[src/rtl/tx_pulse_seq.sv]
// -----------------------------------------------------------------------------
// tx_pulse_seq
//
// Transmit pulse sequencer in the ref_clk domain. A rising edge on trig starts
// one pulse. The sequencer keys the power amplifier, waits a pre-guard
// interval, and then steps the DAC waveform-buffer read address from 0 to
// len-1, one address per cycle. It holds the PA through a post-guard interval
// and then returns to idle.
//
// Build option:
//   TX_PA_GUARD_EN  defined   -> PRE and POST guard states are present.
//                   undefined -> an accepted edge goes straight to ACTIVE,
//                                pa_en follows tx_active, and the guard
//                                parameters do not affect behaviour.
//
// Parameters:
//   ADDR_W      width of txsmps / tx_addr (the buffer holds 2^ADDR_W samples)
//   PRE_GUARD   cycles pa_en is high before the first sample (1..65535)
//   POST_GUARD  cycles pa_en stays high after the last sample (1..65535)
//
// Ports:
//   clk         fabric reference clock
//   rst         synchronous active-high reset
//   trig        start request; its rising edge is the event
//   txsmps      samples per pulse, latched on acceptance (0 means 2^ADDR_W)
//   tx_addr     registered DAC buffer read address
//   tx_active   high while tx_addr presents valid samples
//   pa_en       power-amplifier enable
//   busy        high whenever the sequencer is not idle
//   done        one-cycle pulse on the first idle cycle after a pulse
//   missed_cnt  saturating count of trigger edges ignored while busy
// -----------------------------------------------------------------------------
module tx_pulse_seq #(
    parameter int ADDR_W     = 14,
    parameter int PRE_GUARD  = 64,
    parameter int POST_GUARD = 16
) (
    input  logic              clk,
    input  logic              rst,
    input  logic              trig,
    input  logic [ADDR_W-1:0] txsmps,
    output logic [ADDR_W-1:0] tx_addr,
    output logic              tx_active,
    output logic              pa_en,
    output logic              busy,
    output logic              done,
    output logic [15:0]       missed_cnt
);

`ifdef TX_PA_GUARD_EN
    typedef enum logic [1:0] {
        ST_IDLE   = 2'd0,
        ST_PRE    = 2'd1,
        ST_ACTIVE = 2'd2,
        ST_POST   = 2'd3
    } state_t;

    // Terminal values of the guard counter; it counts 0..GUARD-1.
    localparam logic [15:0] PRE_LAST_C  = 16'(PRE_GUARD - 1);
    localparam logic [15:0] POST_LAST_C = 16'(POST_GUARD - 1);
`else
    typedef enum logic [1:0] {
        ST_IDLE   = 2'd0,
        ST_ACTIVE = 2'd2
    } state_t;
`endif

    localparam logic [ADDR_W-1:0] ADDR_ONE_C = {{(ADDR_W-1){1'b0}}, 1'b1};
    localparam logic [ADDR_W:0]   LEN_ONE_C  = {{ADDR_W{1'b0}}, 1'b1};

    // Guard lengths outside 1..65535 do not fit the 16-bit guard counter.
    generate
        if ((PRE_GUARD < 1) || (PRE_GUARD > 65535) ||
            (POST_GUARD < 1) || (POST_GUARD > 65535)) begin : g_guard_range_err
            $error("tx_pulse_seq: PRE_GUARD/POST_GUARD must be in 1..65535");
        end
    endgenerate

    // A programmed count of 0 selects a full buffer, so len needs one extra bit.
    function automatic logic [ADDR_W:0] len_from_txsmps(input logic [ADDR_W-1:0] smps);
        logic [ADDR_W:0] len_v;
        if (smps == {ADDR_W{1'b0}}) begin
            len_v = {1'b1, {ADDR_W{1'b0}}};
        end else begin
            len_v = {1'b0, smps};
        end
        return len_v;
    endfunction

    state_t          state_r;
    logic            trig_d_r;
    logic [ADDR_W:0] len_r;
`ifdef TX_PA_GUARD_EN
    logic [15:0]     guard_cnt_r;
`endif

    logic edge_s;
    logic addr_last_s;
    logic miss_s;

    assign edge_s      = trig & ~trig_d_r;
    // The address counter stops at len-1, so it never wraps, even for a full buffer.
    assign addr_last_s = ({1'b0, tx_addr} == (len_r - LEN_ONE_C));
    assign miss_s      = edge_s && (state_r != ST_IDLE) && (missed_cnt != 16'hFFFF);

    // Sequencer state, trigger edge detector and all registered outputs.
    always_ff @(posedge clk) begin
        if (rst) begin
            state_r     <= ST_IDLE;
            trig_d_r    <= 1'b1;  // a trig held high through reset is not an edge
            len_r       <= {(ADDR_W+1){1'b0}};
`ifdef TX_PA_GUARD_EN
            guard_cnt_r <= 16'd0;
`endif
            tx_addr     <= {ADDR_W{1'b0}};
            tx_active   <= 1'b0;
            pa_en       <= 1'b0;
            busy        <= 1'b0;
            done        <= 1'b0;
            missed_cnt  <= 16'd0;
        end else begin
            trig_d_r <= trig;
            done     <= 1'b0;

            if (miss_s) begin
                missed_cnt <= missed_cnt + 16'd1;
            end

            case (state_r)
                ST_IDLE: begin
                    if (edge_s) begin
                        len_r <= len_from_txsmps(txsmps);
                        busy  <= 1'b1;
                        pa_en <= 1'b1;
`ifdef TX_PA_GUARD_EN
                        state_r     <= ST_PRE;
                        guard_cnt_r <= 16'd0;
`else
                        state_r   <= ST_ACTIVE;
                        tx_addr   <= {ADDR_W{1'b0}};
                        tx_active <= 1'b1;
`endif
                    end
                end

`ifdef TX_PA_GUARD_EN
                ST_PRE: begin
                    if (guard_cnt_r == PRE_LAST_C) begin
                        state_r   <= ST_ACTIVE;
                        tx_addr   <= {ADDR_W{1'b0}};
                        tx_active <= 1'b1;
                    end else begin
                        guard_cnt_r <= guard_cnt_r + 16'd1;
                    end
                end
`endif

                ST_ACTIVE: begin
                    if (addr_last_s) begin
                        tx_addr   <= {ADDR_W{1'b0}};
                        tx_active <= 1'b0;
`ifdef TX_PA_GUARD_EN
                        state_r     <= ST_POST;
                        guard_cnt_r <= 16'd0;
`else
                        state_r <= ST_IDLE;
                        pa_en   <= 1'b0;
                        busy    <= 1'b0;
                        done    <= 1'b1;
`endif
                    end else begin
                        tx_addr <= tx_addr + ADDR_ONE_C;
                    end
                end

`ifdef TX_PA_GUARD_EN
                ST_POST: begin
                    if (guard_cnt_r == POST_LAST_C) begin
                        state_r <= ST_IDLE;
                        pa_en   <= 1'b0;
                        busy    <= 1'b0;
                        done    <= 1'b1;
                    end else begin
                        guard_cnt_r <= guard_cnt_r + 16'd1;
                    end
                end
`endif

                default: begin
                    // Unreachable encoding: drop back to a quiet idle.
                    state_r   <= ST_IDLE;
                    tx_addr   <= {ADDR_W{1'b0}};
                    tx_active <= 1'b0;
                    pa_en     <= 1'b0;
                    busy      <= 1'b0;
                end
            endcase
        end
    end

endmodule

[config.mk]
export PLATFORM = sky130hd
export DESIGN_NAME = tx_pulse_seq
export DESIGN_NICKNAME = d
export VERILOG_FILES = /design/src/rtl/tx_pulse_seq.sv
export SDC_FILE = /design/constraint.sdc
export NUM_CORES = 1
export LEC_CHECK = 0
export CAP_MARGIN = 0
export CELL_PAD_IN_SITES_DETAIL_PLACEMENT = 1
export CELL_PAD_IN_SITES_GLOBAL_PLACEMENT = 2
export CORE_ASPECT_RATIO = 0.5
export CORE_MARGIN = 1
export CORE_UTILIZATION = 32
export CTS_CLUSTER_SIZE = 16
export DETAILED_ROUTE_END_ITERATION = 6
export MAX_ROUTING_LAYER = met4
export PLACE_DENSITY = 0.89
export SLEW_MARGIN = 20
export SYNTH_ARGS = -nofsm -noshare
export SYNTH_HDL_FRONTEND = slang
export SYNTH_SLANG_ARGS = --single-unit
[constraint.sdc]
create_clock -name clk -period 2.8 [get_ports clk]
set_clock_uncertainty 0.2 [all_clocks]
set_input_delay 0.84 -clock clk [delete_from_list [all_inputs] [get_ports clk]]
set_output_delay 0.84 -clock clk [all_outputs]
set_load 0.01 [all_outputs]
==> key figures <==
Outcome
  – Status: finished clean

Clock tree
  – Worst skew pair latency: 0.30 ns
  – Root buffer cell: clkbuf_16
  – H-Tree Depth: 2
  – Hold_buf cts: 0
  – Clock sink count: 48
  – Deepest clock path buffer count: 2
  – Clk slew on worst S/H paths: 0.07 ns
  – CTS tree: yes
  – CTS Buf Count: 5

STA
  – Final worst setup slack: 0.184 ns
  – Max_slew headroom: 0.645
  – Tightest Pin Transition: 0.528 ns
  – Max Transition Viols Final: 0
  – Minimum clock period: 2.62 ns
  – Fmax: 0.382 GHz
  – Sum Neg Setup Slack: 0 ns
  – RSZ-0062 raised after global routing: no
  – Worst hold slack: 0.316 ns
  – Crit share post-route: 0.934
  – Final setup viols: 0
  – Final hold vios: 0

Critical path
  – Critical Path End: tx_addr[2]$_SDFFE_PP0P_
  – Setup CP Type: reg -> reg
  – Critical Path AT: 2.58 ns
  – RR Endpoint: tx_addr[2]$_SDFFE_PP0P_
  – Critical Path RT: 2.76 ns
  – Worst r2r src: len_r[0]$_SDFFE_PP0P_
  – R2r worst-path depth: 10
  – CP dominant cell by count: buf_4
  – Worst setup SP type: register
  – CP cell instances: inv_1 -> ha_1 -> nor3b_4 -> buf_4 -> nand3b_2 -> nor4b_4 -> nor3_4 -> nor4_4 -> buf_4 -> o211ai_2
  – Slowest cell on crit path: nor4b_4
  – Crit end category: register
  – R2R setup slack: 0.18 ns
  – CP max stage delay: 0.37 ns
  – Critical path startpoint: len_r[0]$_SDFFE_PP0P_
  – Crit-path max FO: 8

Pwr
  – Pwr Density: 438 nW/um^2
  – Gate power share: 0.137
  – Switching Share: 0.253
  – Lkg Pwr: 1.30 nW
  – Clock group share of total power: 0.435
  – Sequential Power Share: 0.428
  – Maximum VDD drop: 0.256 mV
  – Internal: 1.24 mW
  – Sw Pwr: 0.421 mW

Drt
  – DRC: 0
  – Vias per cell: 5.43
  – TritonRoute pass-1 iters: 4
  – Total Wirelength: 8.39 mm
  – DRT iter0 DRCs: 140
  – Vias: 2767
  – Wire per inst: 16.5 um
  – DRT antenna net count: 0

Floorplan
  – IO Pins: 51
  – Die W: 137 um
  – Die Height: 69.4 um
  – Core Area: 8770 sq um
  – Die footprint: 9490 sq um
  – Row cnt: 24
  – Initial core utilization: 0.331

Global routing
  – Initial antenna violation count: 0
  – Vias in the first global route: 2819
  – Tot GR Track Use: 0.195
  – Pin count of the biggest net entering global routing: 36
  – Grt ovf: 0
  – Global-route wire length before repair: 13.9 mm

Finish
  – Design area: 3790 sq um
  – Final-stage net count: 412
  – Most frequent cells in the layout: clkdlybuf4s50_1 (50), dfxtp_1 (48), nand2_1 (45)
  – Share of layout cells above drive strength 1: 0.153
  – Area added between synthesis and finish: 30.4%
  – ANT cells: 0
  – Most common cell after layout, fill and taps aside: clkdlybuf4s50_1

Synth
  – Cell variety after synth: 61
  – Post-Syn Nets: 359
  – Combined area of all synthesized cells: 2910 sq um
  – Syn avg cell area: 8.57 sq um
  – Async SR Flop Fraction: 0
  – Syn Inst Count: 339
  – YS warnings: 0
  – Synthesized flop and latch total: 48
  – Synth Flop Type: dfxtp_1
  – Sequential fraction of the synthesis area: 0.331
  – Number of synthesized flops with an enable pin: 0

Worst hold path
  – Hold Path Class: reg -> reg

Placed design
  – Port Buffer Count: 50
  – HPWL Detailed: 6.29 mm
  – Pre-CTS setup slack: -0.0331 ns
  – Final GP Congestion: 0.795
  – DP Area: 3570 sq um

Job
  – MaxCap Viol Count: 0
-- through the flow --
step	total power, mW	cells	utilization
after floorplan	0.874	339	-
after global placement	0.938	501	0.407
after detailed placement	0.945	501	0.407
after CTS	1.67	509	0.428
after global routing	1.73	510	0.432
final	1.66	510	0.432
-- state kept, by name, indices dropped and copies added (netlist names) --
signal,cells
missed_cnt,16
len_r,15
tx_addr,14
busy,1
done,1
trig_d_r,1
-- cell usage after synthesis (all sizes together), types with 3 or more instances --
| master | n | share of area |
|---|---|---|
| nor2 | 29 | 0.037 |
| nand4 | 13 | 0.028 |
| and3 | 10 | 0.022 |
| clkbuf | 14 | 0.019 |
| a211oi | 7 | 0.027 |
| a21oi | 15 | 0.026 |
| o211ai | 6 | 0.026 |
| nor3b | 4 | 0.016 |
| dfxtp | 48 | 0.33 |
| buf | 8 | 0.019 |
| o41ai | 6 | 0.021 |
| or3 | 3 | 0.0065 |
| nand2b | 6 | 0.013 |
| xor2 | 19 | 0.057 |
| nand3 | 17 | 0.029 |
| nand3b | 3 | 0.0090 |
| nand4b | 3 | 0.0090 |
| inv | 3 | 0.0039 |
| and2 | 5 | 0.011 |
| xnor2 | 16 | 0.048 |
| nor4 | 11 | 0.034 |
| nor2b | 3 | 0.0065 |
| ha | 3 | 0.013 |
| nand2 | 46 | 0.060 |
| nor3 | 13 | 0.032 |
| or4 | 4 | 0.012 |
-- how the worst min path moves through the flow --
| stage | from | to | slack [ns] | cells after the start |
|---|---|---|---|---|
| final | len_r[12]$_SDFFE_PP0P_ | len_r[12]$_SDFFE_PP0P_ | 0.32 | 2 |
| after floorplan | len_r[12]$_SDFFE_PP0P_ | len_r[12]$_SDFFE_PP0P_ | 0.27 | 2 |
| after global placement | len_r[12]$_SDFFE_PP0P_ | len_r[12]$_SDFFE_PP0P_ | 0.30 | 2 |
| after detailed placement | len_r[12]$_SDFFE_PP0P_ | len_r[12]$_SDFFE_PP0P_ | 0.32 | 2 |
| after CTS | len_r[12]$_SDFFE_PP0P_ | len_r[12]$_SDFFE_PP0P_ | 0.33 | 2 |
| after global routing | len_r[12]$_SDFFE_PP0P_ | len_r[12]$_SDFFE_PP0P_ | 0.36 | 2 |
-- what timing repair did --
item                       CTS  global route
setup endpoints to repair    0            16
gates resized for setup      0             5
buffers inserted             0             1
-- cell type report --
| type | count | area (sq um) |
|---|---|---|
| clock inverter | 2 | 38.8 |
| tap | 117 | 146 |
| inverter | 3 | 11.3 |
| clock buffer | 6 | 139 |
| timing repair buffer | 68 | 636 |
| multi-input combinational | 266 | 1860 |
| fill | 1028 | 4980 |
| sequential | 48 | 961 |
-- per-layer routing --
metal | vias up | share of wire | global-route usage
li1 | 1334 | - | -
met1 | 1373 | 0.47 | 0.244
met2 | 48 | 0.48 | 0.320
met3 | 12 | 0.030 | 0.0358
met4 | 0 | 0.016 | 0.0605
met5 | - | 0 | -
-- power by group through the flow --
stage	registers [mW]	clock network (mW)	logic, mW
5_1_grt	0.713	0.765	0.248
3_3_place_gp	0.726	0	0.212
6_report	0.712	0.723	0.228
3_5_place_dp	0.727	0	0.218
2_1_floorplan	0.721	0	0.154
4_1_cts	0.711	0.741	0.218
-- critical path: cells and delay by family (launching register included) --
| family | cells | cell delay, ns |
|---|---|---|
| AOI/OAI and AO/OA | 1 | 0.10 |
| and+or+nand+nor | 5 | 1.11 |
| buffers and inverters | 3 | 0.50 |
| DFF | 1 | 0.35 |
| adders and majority gates | 1 | 0.21 |
-- cells by family after synthesis --
logic type	count (synthesis)	share of synthesized area
DFF	48	0.331
AOI/OAI and AO/OA	49	0.147
and+or+nand+nor	175	0.343
muxes	3	0.0112
xor gates and xnor gates	36	0.113
buffers and inverters	25	0.0413
adders and majority gates	3	0.0129
Note: power is estimated with default switching activity, not from simulation.
